### src/rtl/xgmii_pkg.sv
// Shared XGMII constants, payload-mode and FSM state types for the
// test-frame generator and its companion checker.
package xgmii_pkg;

    localparam logic [7:0]  XGMII_IDLE  = 8'h07;
    localparam logic [7:0]  XGMII_START = 8'hFB;
    localparam logic [7:0]  XGMII_TERM  = 8'hFD;
    localparam logic [7:0]  PREAMBLE    = 8'h55;
    localparam logic [7:0]  SFD         = 8'hD5;

    localparam logic [63:0] IDLE_WORD   = {8{XGMII_IDLE}};
    localparam logic [7:0]  IDLE_CTRL   = 8'hFF;
    localparam logic [63:0] PRE_WORD    = {XGMII_START, {6{PREAMBLE}}, SFD};
    localparam logic [7:0]  PRE_CTRL    = 8'h80;

    typedef enum logic [1:0] {
        MODE_INC  = 2'd0,
        MODE_FILL = 2'd1,
        MODE_SEED = 2'd2,
        MODE_RSVD = 2'd3
    } mode_e;

    typedef enum logic [2:0] {
        ST_IDLE,
        ST_PRE,
        ST_DATA,
        ST_TERM,
        ST_GAP
    } state_e;

    // Payload byte at offset k of a frame; the reserved mode falls back to incrementing.
    function automatic logic [7:0] pattern_byte(
        input mode_e      mode,
        input logic [7:0] fill,
        input logic [7:0] seed,
        input logic [7:0] k
    );
        logic [7:0] b;
        case (mode)
            MODE_FILL: b = fill;
            MODE_SEED: b = seed + k;
            default:   b = k;
        endcase
        return b;
    endfunction

endpackage

### src/rtl/xgmii_term_word.sv
// Builds the terminate-bearing XGMII word: r payload lanes, FD at lane r,
// idle in the lanes after it. r = 0 yields the bare FD070707_07070707 word.
module xgmii_term_word
    import xgmii_pkg::*;
(
    input  logic [63:0] i_data,
    input  logic [2:0]  i_rem,
    output logic [63:0] o_txd,
    output logic [7:0]  o_txc
);

    // Per-lane select between payload, terminate and idle.
    always_comb begin
        o_txd = '0;
        o_txc = '0;
        for (int unsigned i = 0; i < 8; i++) begin
            if (i < 32'(i_rem)) begin
                o_txd[63-8*i -: 8] = i_data[63-8*i -: 8];
                o_txc[7-i]         = 1'b0;
            end else if (i == 32'(i_rem)) begin
                o_txd[63-8*i -: 8] = XGMII_TERM;
                o_txc[7-i]         = 1'b1;
            end else begin
                o_txd[63-8*i -: 8] = XGMII_IDLE;
                o_txc[7-i]         = 1'b1;
            end
        end
    end

endmodule

### src/rtl/xgmii_frame_gen.sv
// XGMII test-frame generator: preamble, patterned payload of runtime length,
// byte-aligned terminate and a programmable idle gap, repeated per run.
module xgmii_frame_gen
    import xgmii_pkg::*;
#(
    parameter int unsigned P_LEN_W   = 16,
    parameter int unsigned P_MIN_LEN = 46,   // must be >= 8: PRE always leads into DATA
    parameter int unsigned P_MAX_LEN = 1500,
    parameter int unsigned P_GAP_W   = 16,
    parameter int unsigned P_CNT_W   = 32
)(
    input  logic               i_xgmii_clk,
    input  logic               i_xgmii_rst_n,
    input  logic               i_start,
    input  logic               i_stop,
    input  logic [P_LEN_W-1:0] i_len,
    input  logic [P_GAP_W-1:0] i_gap,
    input  logic [1:0]         i_mode,
    input  logic [7:0]         i_fill,
    input  logic [P_CNT_W-1:0] i_frame_num,
    output logic [63:0]        o_xgmii_txd,
    output logic [7:0]         o_xgmii_txc,
    output logic               o_busy,
    output logic [P_CNT_W-1:0] o_frame_cnt
);

    localparam logic [P_LEN_W-1:0] MIN_LEN = P_LEN_W'(P_MIN_LEN);
    localparam logic [P_LEN_W-1:0] MAX_LEN = P_LEN_W'(P_MAX_LEN);
    localparam logic [P_LEN_W-1:0] WORD_B  = P_LEN_W'(8);

    function automatic logic [P_LEN_W-1:0] clamp_len(input logic [P_LEN_W-1:0] l);
        if (l < MIN_LEN)      return MIN_LEN;
        else if (l > MAX_LEN) return MAX_LEN;
        else                  return l;
    endfunction

    state_e             state_q, state_d;
    logic [P_LEN_W-1:0] rem_q, rem_d;          // payload bytes not yet emitted
    logic [7:0]         idx_q, idx_d;          // low byte of the next payload offset
    logic [P_GAP_W-1:0] gap_len_q, gap_len_d;
    logic [P_GAP_W-1:0] gap_cnt_q, gap_cnt_d;
    mode_e              mode_q, mode_d;
    logic [7:0]         fill_q, fill_d;
    logic [7:0]         seed_q, seed_d;
    logic [P_CNT_W-1:0] num_q, num_d;
    logic [P_CNT_W-1:0] run_cnt_q, run_cnt_d;
    logic [P_CNT_W-1:0] frame_cnt_q, frame_cnt_d;
    logic               stop_q, stop_d;
    logic               last_q, last_d;        // current gap is the final one of the run
    logic               busy_q, busy_d;
    logic [63:0]        txd_q, txd_d;
    logic [7:0]         txc_q, txc_d;
    logic               frame_start;

    logic [63:0]        pay_word;
    logic [63:0]        term_txd;
    logic [7:0]         term_txc;

    // Eight consecutive pattern bytes starting at the current payload offset.
    always_comb begin
        pay_word = '0;
        for (int unsigned i = 0; i < 8; i++) begin
            pay_word[63-8*i -: 8] = pattern_byte(mode_q, fill_q, seed_q, idx_q + 8'(i));
        end
    end

    // In TERM rem_q < 8, so its low bits are the clamped length mod 8.
    xgmii_term_word u_term (
        .i_data (pay_word),
        .i_rem  (rem_q[2:0]),
        .o_txd  (term_txd),
        .o_txc  (term_txc)
    );

    // Next-state, next-word and counter updates; the word chosen here is driven next cycle.
    always_comb begin
        state_d     = state_q;
        rem_d       = rem_q;
        idx_d       = idx_q;
        gap_len_d   = gap_len_q;
        gap_cnt_d   = gap_cnt_q;
        mode_d      = mode_q;
        fill_d      = fill_q;
        seed_d      = seed_q;
        num_d       = num_q;
        run_cnt_d   = run_cnt_q;
        frame_cnt_d = frame_cnt_q;
        stop_d      = stop_q;
        last_d      = last_q;
        txd_d       = IDLE_WORD;
        txc_d       = IDLE_CTRL;
        frame_start = 1'b0;

        if (state_q != ST_IDLE && i_stop) begin
            stop_d = 1'b1;
        end

        case (state_q)
            ST_IDLE: begin
                if (i_start) begin
                    state_d     = ST_PRE;
                    num_d       = i_frame_num;
                    run_cnt_d   = '0;
                    stop_d      = i_stop;
                    last_d      = 1'b0;
                    frame_start = 1'b1;
                end
            end
            ST_PRE: begin
                txd_d   = PRE_WORD;
                txc_d   = PRE_CTRL;
                state_d = ST_DATA;
            end
            ST_DATA: begin
                txd_d = pay_word;
                txc_d = '0;
                idx_d = idx_q + 8'd8;
                rem_d = rem_q - WORD_B;
                if (rem_d < WORD_B) begin
                    state_d = ST_TERM;
                end
            end
            ST_TERM: begin
                txd_d       = term_txd;
                txc_d       = term_txc;
                frame_cnt_d = frame_cnt_q + P_CNT_W'(1);
                run_cnt_d   = run_cnt_q + P_CNT_W'(1);
                last_d      = stop_q || i_stop ||
                              ((num_q != '0) && (run_cnt_q + P_CNT_W'(1) == num_q));
                gap_cnt_d   = gap_len_q;
                state_d     = ST_GAP;
            end
            ST_GAP: begin
                if (gap_cnt_q <= P_GAP_W'(1)) begin
                    gap_cnt_d = '0;
                    if (last_q) begin
                        state_d = ST_IDLE;
                        stop_d  = 1'b0;
                        last_d  = 1'b0;
                    end else begin
                        state_d     = ST_PRE;
                        frame_start = 1'b1;
                    end
                end else begin
                    gap_cnt_d = gap_cnt_q - P_GAP_W'(1);
                end
            end
            default: begin
                state_d = ST_IDLE;
            end
        endcase

        // Per-frame settings are captured on every entry to PRE.
        if (frame_start) begin
            rem_d     = clamp_len(i_len);
            idx_d     = '0;
            gap_len_d = (i_gap == '0) ? P_GAP_W'(1) : i_gap;
            mode_d    = mode_e'(i_mode);
            fill_d    = i_fill;
            seed_d    = frame_cnt_q[7:0];
        end

        busy_d = (state_d != ST_IDLE);
    end

    // State, counters and registered outputs.
    always_ff @(posedge i_xgmii_clk or negedge i_xgmii_rst_n) begin
        if (!i_xgmii_rst_n) begin
            state_q     <= ST_IDLE;
            rem_q       <= '0;
            idx_q       <= '0;
            gap_len_q   <= '0;
            gap_cnt_q   <= '0;
            mode_q      <= MODE_INC;
            fill_q      <= '0;
            seed_q      <= '0;
            num_q       <= '0;
            run_cnt_q   <= '0;
            frame_cnt_q <= '0;
            stop_q      <= 1'b0;
            last_q      <= 1'b0;
            busy_q      <= 1'b0;
            txd_q       <= IDLE_WORD;
            txc_q       <= IDLE_CTRL;
        end else begin
            state_q     <= state_d;
            rem_q       <= rem_d;
            idx_q       <= idx_d;
            gap_len_q   <= gap_len_d;
            gap_cnt_q   <= gap_cnt_d;
            mode_q      <= mode_d;
            fill_q      <= fill_d;
            seed_q      <= seed_d;
            num_q       <= num_d;
            run_cnt_q   <= run_cnt_d;
            frame_cnt_q <= frame_cnt_d;
            stop_q      <= stop_d;
            last_q      <= last_d;
            busy_q      <= busy_d;
            txd_q       <= txd_d;
            txc_q       <= txc_d;
        end
    end

    assign o_xgmii_txd = txd_q;
    assign o_xgmii_txc = txc_q;
    assign o_busy      = busy_q;
    assign o_frame_cnt = frame_cnt_q;

endmodule
### config.mk
export PLATFORM = sky130hd
export DESIGN_NAME = xgmii_frame_gen
export DESIGN_NICKNAME = d
export VERILOG_FILES = /design/src/rtl/xgmii_pkg.sv /design/src/rtl/xgmii_term_word.sv /design/src/rtl/xgmii_frame_gen.sv
export SDC_FILE = /design/constraint.sdc
export NUM_CORES = 1
export LEC_CHECK = 0
export BUFFER_PORTS_ARGS = -buffer_cell sky130_fd_sc_hd__buf_2
export CELL_PAD_IN_SITES_DETAIL_PLACEMENT = 0
export CELL_PAD_IN_SITES_GLOBAL_PLACEMENT = 2
export CORE_MARGIN = 2
export CORE_UTILIZATION = 39
export CTS_BUF_LIST = sky130_fd_sc_hd__clkbuf_4 sky130_fd_sc_hd__clkbuf_8
export CTS_CLUSTER_DIAMETER = 60
export DETAILED_ROUTE_END_ITERATION = 12
export PLACE_DENSITY_LB_ADDON = 0.1
export SLEW_MARGIN = 20
export SYNTH_ARGS = -nofsm -noshare
export SYNTH_HDL_FRONTEND = slang
export SYNTH_SLANG_ARGS = --single-unit
### constraint.sdc
create_clock -name i_xgmii_clk -period 4.27 [get_ports i_xgmii_clk]
set_input_delay 1.0675 -clock i_xgmii_clk [delete_from_list [all_inputs] [get_ports i_xgmii_clk]]
set_output_delay 1.0675 -clock i_xgmii_clk [all_outputs]
set_load 0.01 [all_outputs]
# Yosys cells after proc, flatten, opt, wreduce, memory -nomap -nowiden
# Index checks and enable logic that the tools add are counted.
[totals]
reg_bits = 248
latch_bits = 0
ramBits = 0
mem_bits_ro = 0
input_bits = 78
output_inout_bits = 105
elab_cells = 140
mem_count = 0
[op_classes]
addsub = 20
multipliers = 0
div = 0
n_lt_le_gt_ge = 11
n_eq_ne = 16
shift = 0
muxes = 60
bitwise_logic = 0
reduce_logical = 17
[op_table]
columns = ["op", "count"]
rows = [
  ["$pmux 64 s3", 1],
  ["$mux 8", 17],
  ["$pmux 8 s2", 8],
  ["$mux 16", 6],
  ["$add 32x1->32 const B", 2],
  ["$add 8x8->8", 8],
  ["$pmux 32 s2", 1],
  ["$add 8x3->8 const B", 4],
  ["$eq 32x32->1", 1],
  ["$mux 32", 1],
  ["$pmux 16 s2", 1],
  ["$reduce_bool 32->1", 1],
  ["$pmux 8 s3", 1],
  ["$mux 1", 17],
  ["$add 8x2->8 const B", 2],
  ["$gt 16x11->1 const B", 1],
  ["$le 16x1->1 const B", 1],
  ["$logic_not 16->1", 1],
  ["$lt 16x4->1 const B", 1],
  ["$lt 16x6->1 const B", 1],
  ["$sub 16x1->16 const B", 1],
  ["$sub 16x4->16 const B", 1],
  ["$pmux 3 s5", 1],
  ["$eq 3x3->1 const A", 4],
  ["23 further kinds", 41],
]

# Logic depth before layout (Yosys ltp)
# Gate-level depths: netlist (run 1).
[logic_depth]
ltp_word = 6
mapped_depth = 10
mapped_depth_nobuf = 9

# Modules after synthesis
# From an unflattened synthesis (run 1), not the netlist that was laid out.
[hier_totals]
cells_unflattened = 1634
hier_area_um2 = 14281.2
[modules_own_cells]
columns = ["mod", "n_inst", "cells_each", "area_per_inst_um2", "seq_area_each_um2"]
rows = [
  ["xgmii_frame_gen", 1, 1530, 13671.9, 6170.9],
  ["xgmii_term_word", 1, 104, 609.3, 0.0],
]

# Least setup slack after synthesis (run 1)
# Ideal clock, no wire load.
[synth_path]
path_type = "input to register"
from = "input port i_len[14]"
to = "register rem_q[2]"
arrival_ns = 2.397
path_slack_ns = 1.752
path_stages = 4
path_cell_list = "or4_1 nor3b_1 nand3_1 o22a_1"
[synth_between]
elab_chain_len = 4
[synth_rtl]
columns = ["item", "line_no", "rtl"]
rows = [
  ["from (decl)", "xgmii_frame_gen.sv:16", "input logic [P_LEN_W-1:0] i_len,"],
  ["$gt 16x11->1", "xgmii_frame_gen.sv:33", "else if (l > MAX_LEN) return MAX_LEN;"],
  ["$mux 16", "xgmii_frame_gen.sv:33", ""],
  ["$mux 16 (*)", "xgmii_frame_gen.sv:32", "if (l < MIN_LEN) return MIN_LEN;"],
  ["$mux 16 (*)", "xgmii_frame_gen.sv:154", "if (frame_start) begin"],
  ["to (signal assigned)", "xgmii_frame_gen.sv:187", "rem_q <= rem_d;"],
  ["to (decl)", "xgmii_frame_gen.sv:38", "logic [P_LEN_W-1:0] rem_q, rem_d;"],
]
# Mark *: on every way between the ends. The rest lies on a longest branch, timed or not.
# A chain may end at the register's enable or synchronous reset.

# Worst setup path in the final report (run 1)
[layout_path]
from = "register gap_cnt_q[8]"
to = "register gap_cnt_q[14]"
[layout_between]
elab_chain_len = 3
[layout_rtl]
columns = ["item", "line_no", "rtl"]
rows = [
  ["from (decl)", "xgmii_frame_gen.sv:41", "logic [P_GAP_W-1:0] gap_cnt_q, gap_cnt_d;"],
  ["from (signal assigned)", "xgmii_frame_gen.sv:190", "gap_cnt_q <= gap_cnt_d;"],
  ["$sub 16x1->16 or $le 16x1->1 (tied branches)", "xgmii_frame_gen.sv:145, xgmii_frame_gen.sv:134", ""],
  ["$mux 16 (*)", "xgmii_frame_gen.sv:134", "if (gap_cnt_q <= P_GAP_W'(1)) begin"],
  ["$pmux 16 s2 (*)", "xgmii_frame_gen.sv:98", "case (state_q)"],
]
# Marked as above.

==> results.cfg, run 1 <==
[floorplan]
die_y_um = 190
core_area_um2 = 34300
start_util = 0.393
die_x_um = 190
rows = 68
fp.dieArea_um2 = 36000
io_pins = 183

[critical_path]
crit_slowest_cell = nand2_1
critical_path.startpoint_type = flip-flop
critPathRequiredTime_ns = 4.76
cp_num_buf_inv = 0
worstPathMaxFanout = 30
crit_chain = or3_1 -> nor3_1 -> nand3_1 -> nand2_1 -> o21ai_0 -> a221o_1
cp-end-kind = flip-flop
path_delay_family = simple AND/OR/NAND/NOR gates
crit_arrival_ns = 3.37
critical_path_class = reg -> reg
cp_slowest_stage_delay_ns = 0.73

[global_route]
grt_pass1_vias = 11400
track_usage = 0.234
grt_pass1_wl_um = 65700
grt_start_max_net_pins = 68
antenna_found_initial = 0
grt-ovfl-total = 0

[clock_tree]
cts_tree = built
ctsHoldBuffers = 0
clk_latency_ns = 0.63
cts_htree_levels = 2
clk_path_buf_depth = 3
cts_resized = 0
cts_buffers = 43
clk_pin_slew_ns = 0.06
cts_root_buf = clkbuf_8
clkSinkCount = 245
postCtsSetupBuffers = 0

[routing]
top_layer_used = met4
drtIter0Drc = 915
drcViolationCount = 0
drt-total-wl_um = 41700
wl_met2_um = 19200
wl_met3_um = 2190
first_pass_iters = 5
post_drt_wl_per_cell_um = 19.1
vias = 11700
viasPerCell = 5.35
ant_nets = 0
wirelength_met1_um = 18900

[timing]
skew_ns = 0.0325
hold_viol = 0
rsz0062_at_grt = no
maxSlewHeadroom = 0.332
fmax_mhz = 347
finalCritPeriodShare = 0.674
tns_ns = 0
worstMarginPinSlew_ns = 0.998
slew_viol_final = 0
post-route-min-period_ns = 2.88
setup_violations = 0

[placement]
hpwl_um = 29900
gp_congestion = 0.911
place_inst = 2100
port-buffer-count = 182

[flow_run]
maxCapViolCount = 0

[pwr]
p_per_area_nw_per_um2 = 689
leakagePower_nw = 7.29
ir_worst_vdd_mv = 0.254

[synth]
seq_area_frac_synth = 0.458
ys_warn_count = 0
netlist_instances = 1536
synth_area_um2 = 13500
synth_top_area_frac = 0.396
avgSynthCellArea_um2 = 8.77
ys_seq_elements = 245
synth-edff-count = 0
ys_types = 74
async_flop_share = 1.00
ys.flop_type = dfrtp_1
syn-num-nets = 1647
synthTopCellsByArea = dfrtp_1, nand2_1, dfstp_2
yosysTopAreaCell = dfrtp_1

[cells_and_area]
drive_gt1_frac = 0.198
fillers = 3454
stdcell_count = 2178
antenna_cells = 0
syn2layout_area_growth_pct = 16.5
nets = 1801

[hold_path]
hold_path_class = in -> async

[run_status]
status = completed
[layout make-up]
cell class / instances / area [µm²] / area share
clock inverters: 6 / 53.8 / 0.00343
inverters: 37 / 139 / 0.00885
multi-input cells: 1162 / 6800 / 0.433
repair buffers: 201 / 1090 / 0.0694
flip-flops and latches: 245 / 6170 / 0.393
clock buffers: 72 / 872 / 0.0556
well taps: 455 / 569 / 0.0363
[path summary, 6_finish.rpt]
check | start | end | slack (ns) | cells past startpoint
min | i_xgmii_rst_n | o_xgmii_txd[3] | 0.35 | 1
max in group asynchronous | i_xgmii_rst_n | o_xgmii_txc[1] | 3.09 | 2
max reg2reg | gap_cnt_q[8] | gap_cnt_q[14] | 1.39 | 6
min reg2reg | gap_len_q[11] | gap_cnt_q[11] | 0.47 | 2
min in group i_xgmii_clk | gap_len_q[11] | gap_cnt_q[11] | 0.47 | 2
max | gap_cnt_q[8] | gap_cnt_q[14] | 1.39 | 6
[routing by layer]
| metal | track usage | vias to the layer above |
|---|---|---|
| met5 | 0 | - |
| met4 | 0.0874 | 0 |
| met3 | 0.0417 | 84 |
| met2 | 0.375 | 371 |
| met1 | 0.316 | 5571 |
| li1 | - | 5627 |
[cells in the mapped netlist, types with 4 or more instances]
master	instances
a211o_1	4
xor2_1	45
a21oi_1	107
xnor2_1	88
o21a_1	7
a31oi_1	9
nand3b_1	4
o211ai_1	4
or2_2	12
a21o_1	17
dfrtp_1	213
o31ai_1	14
and2_1	11
o21ai_0	110
o21bai_1	11
nor4_2	4
nand2b_1	8
nor2b_1	11
nand4_1	24
buf_1	10
nor3_1	35
clkbuf_1	66
or3_1	5
nor4_1	27
nand3_1	46
and4_1	6
a221o_1	11
and3_1	16
or4_1	4
dfstp_2	32
nand2_1	318
o311ai_0	9
nor3b_1	5
buf_2	13
ha_1	32
inv_1	36
o41ai_1	4
nand4b_1	4
nor2_1	100
[state kept, by name, summed over array words and instances, names as in the netlist]
| signal | cells |
|---|---|
| mode_q | 2 |
| idx_q | 5 |
| state_q | 3 |
| fill_q | 8 |
| gap_cnt_q | 16 |
| o_xgmii_txd | 64 |
| o_busy | 1 |
| o_frame_cnt | 32 |
| o_xgmii_txc | 8 |
| stop_q | 1 |
| rem_q | 16 |
| num_q | 32 |
| gap_len_q | 16 |
| last_q | 1 |
| seed_q | 8 |
| run_cnt_q | 32 |
[cells in the final DEF, fill, tap and decap left out, drive strengths merged, types with 45 or more instances in the layout]
master  count
nand2     318
dfrtp     213
buf       201
o21ai     111
a21oi     107
nor2      100
xnor2      88
clkbuf     72
nand3      49
xor2       45
[cell families (layout without fill, tap and decap cells)]
kind of cell    Yosys count  count (layout)  synth area share
mux                       2               2           0.00149
buf+inv                 129             316            0.0383
simple gates            653             653             0.229
flops                   245             245             0.458
xor+xnor                133             133            0.0865
fa+ha+maj                33              33            0.0312
compound gates          341             341             0.155
[where the power goes]
group / switching [mW] / internal [mW]
Clock: 1.02 / 1.30
Sequential: 0.681 / 3.13
Combinational: 3.06 / 1.62
Total: 4.77 / 6.05
[stage by stage]
stage	utilization	total power [mW]	hold WS [ns]	area, µm²	worst slack, ns
6_report	0.458	10.8	0.349	15700	1.39
3_3_place_gp	0.431	8.53	0.452	14800	1.38
2_1_floorplan	-	6.71	0.439	13500	1.75
5_1_grt	0.458	11.6	0.333	15700	1.12
4_1_cts	0.458	10.9	0.310	15700	1.38
3_5_place_dp	0.431	8.52	0.456	14800	1.37
(Power assumes the default switching activity.)
==> run 2, diff against run 1 <==
--- a/config.mk
+++ b/config.mk
@@ -9,7 +9,7 @@
 export CELL_PAD_IN_SITES_DETAIL_PLACEMENT = 0
 export CELL_PAD_IN_SITES_GLOBAL_PLACEMENT = 2
 export CORE_MARGIN = 2
-export CORE_UTILIZATION = 39
+export CORE_UTILIZATION = 33
 export CTS_BUF_LIST = sky130_fd_sc_hd__clkbuf_4 sky130_fd_sc_hd__clkbuf_8
 export CTS_CLUSTER_DIAMETER = 60
 export DETAILED_ROUTE_END_ITERATION = 12
==> constraint.sdc (replaced) <==
create_clock -name i_xgmii_clk -period 2.35 [get_ports i_xgmii_clk]
set_input_delay 0.5875 -clock i_xgmii_clk [delete_from_list [all_inputs] [get_ports i_xgmii_clk]]
set_output_delay 0.5875 -clock i_xgmii_clk [all_outputs]
set_load 0.01 [all_outputs]
==> results.cfg, run 2 (synthesis gave the netlist of run 1 again) <==
[critical_path]
path_delay_family = simple AND/OR/NAND/NOR gates
cp_num_buf_inv = 0
reg2reg_from = run_cnt_q[9]
crit_slowest_cell = or4_4
critical_path.startpoint_type = flip-flop
crit_chain = nand4_4 -> or4_4 -> nor4_4 -> mux2i_1 -> a2111oi_2 -> and4bb_1 -> a21o_1
rrSetupSlack_ns = 0.05
critPathRequiredTime_ns = 2.85
worstPathMaxFanout = 4
ff2ff_path_depth = 7
cp-end-kind = flip-flop
cp_slowest_stage_delay_ns = 0.62
r2r-end = last_q
critical_path_class = reg -> reg
crit_arrival_ns = 2.80

[routing]
drtIter0Drc = 612
drcViolationCount = 0
vias = 12100
drt-total-wl_um = 45600
ant_nets = 0
first_pass_iters = 5
post_drt_wl_per_cell_um = 19.1
viasPerCell = 5.07

[floorplan]
die_x_um = 206
io_pins = 183
core_area_um2 = 40600
die_y_um = 206
rows = 74
start_util = 0.332
fp.dieArea_um2 = 42400

[cells_and_area]
syn2layout_area_growth_pct = 26.8
antenna_cells = 0
nets = 1935
largest_register_ffs = 64
mostFrequentLayoutCells = nand2_1, dfrtp_1, buf_2, buf_4, o21ai_0
fin_area_um2 = 17100
final_common_cell = nand2_1
drive_gt1_frac = 0.268

[hold_path]
hold_path_class = in -> reg
hold_depth = 3
holdPathEnd = num_q[1]
hp-start = i_frame_num[1]

[pwr]
leakagePower_nw = 8.09
ir_worst_vdd_mv = 0.486
p_per_area_nw_per_um2 = 1260
power_mw = 21.5

[timing]
finalCritPeriodShare = 0.979
worstMarginPinSlew_ns = 0.613
slew_viol_final = 0
setup_violations = 0
post-route-min-period_ns = 2.30
rsz0062_at_grt = yes
hold_viol = 0
whs_ns = 0.153
maxSlewHeadroom = 0.592
skew_ns = 0.0314
fmax_mhz = 435

[global_route]
grt_pass1_wl_um = 70300
grt_start_max_net_pins = 69
grt-ovfl-total = 0
grt_pass1_vias = 12000
track_usage = 0.216
antenna_found_initial = 2

[clock_tree]
cts_htree_levels = 2
clk_path_buf_depth = 3
cts_buffers = 45
cts_root_buf = clkbuf_8
clk_latency_ns = 0.63
cts_tree = built
clk_pin_slew_ns = 0.07
clkSinkCount = 245

[placement]
hpwl_um = 34300
port-buffer-count = 182
gp_congestion = 0.918
place_area_um2 = 15900

[run_status]
status = completed

[flow_run]
maxCapViolCount = 0
run 2: cell count changes in the layout (fill, tap and decap cells not counted), moves of 3 or more:
cell       before  now
bufinv_16       0    5
o311ai_0        9    6
clkinv_2        3    8
buf_12          2    8
clkbuf_4       19   14
dfrtp_1       213  209
dfrtp_2         0    4
buf_4          17  141
run 2: worst max-delay path by stage:
| stage | startpoint | end | slack (ns) | depth (start not counted) |
|---|---|---|---|---|
| 3_3_place_gp | run_cnt_q[6] | last_q | 0.04 | 7 |
| 5_1_grt | run_cnt_q[19] | last_q | -0.09 | 8 |
| 4_1_cts | run_cnt_q[6] | last_q | 0.02 | 7 |
| 3_5_place_dp | run_cnt_q[6] | last_q | 0.008 | 7 |
| 6_report | run_cnt_q[9] | last_q | 0.05 | 7 |
| 2_1_floorplan | idx_q[3] | o_xgmii_txd[31] | 0.11 | 9 |
run 2: through the flow:
step                std cells  worst slack (ns)   util  setup TNS, ns
floorplan                1536             0.112      -              0
global placement         2305            0.0366  0.392              0
detailed placement       2305           0.00820  0.392              0
CTS                      2389            0.0208  0.419              0
global route             2392           -0.0892  0.421        -0.0892
finish                   2392            0.0486  0.421              0
run 2: worst min-delay path: stages:
cell	delay [ns]
buf_2	0.08
nand2_1	0.04
nand2_1	0.05
run 2: metal layers:
metal	global-route usage	routed length, µm
met1	0.285	20600
met2	0.362	21800
met3	0.0371	2040
met4	0.0653	1200
met5	0	30
run 2: timing repair:
| item | in CTS | in global routing |
|---|---|---|
| gates resized for setup | 4 | 26 |
| buffers inserted | 0 | 3 |
| endpoints found under the setup margin | 1 | 31 |
| hold buffers | 1 | 0 |
| gates cloned | 0 | 0 |
| hold endpoints to repair | 43 | 0 |
| pin swaps | 0 | 4 |
run 2: final cells by class:
class | count | area (µm²)
fillers | 4141 | 23500
multi-input cells | 1162 | 6890
flip-flops and latches | 245 | 6180
repair buffers | 333 | 2160
clock buffers | 65 | 807
well taps | 532 | 666
clock inverters | 18 | 243
inverters | 37 | 139
run 2: power breakdown:
| group | leakage (nW) | total (mW) | switching [mW] | internal, mW |
|---|---|---|---|---|
| sequential | 3.11 | 6.75 | 1.06 | 5.69 |
| clock | 0.555 | 4.75 | 1.95 | 2.79 |
| combinational | 4.43 | 10.0 | 6.16 | 3.86 |
| total | 8.09 | 21.5 | 9.17 | 12.3 |
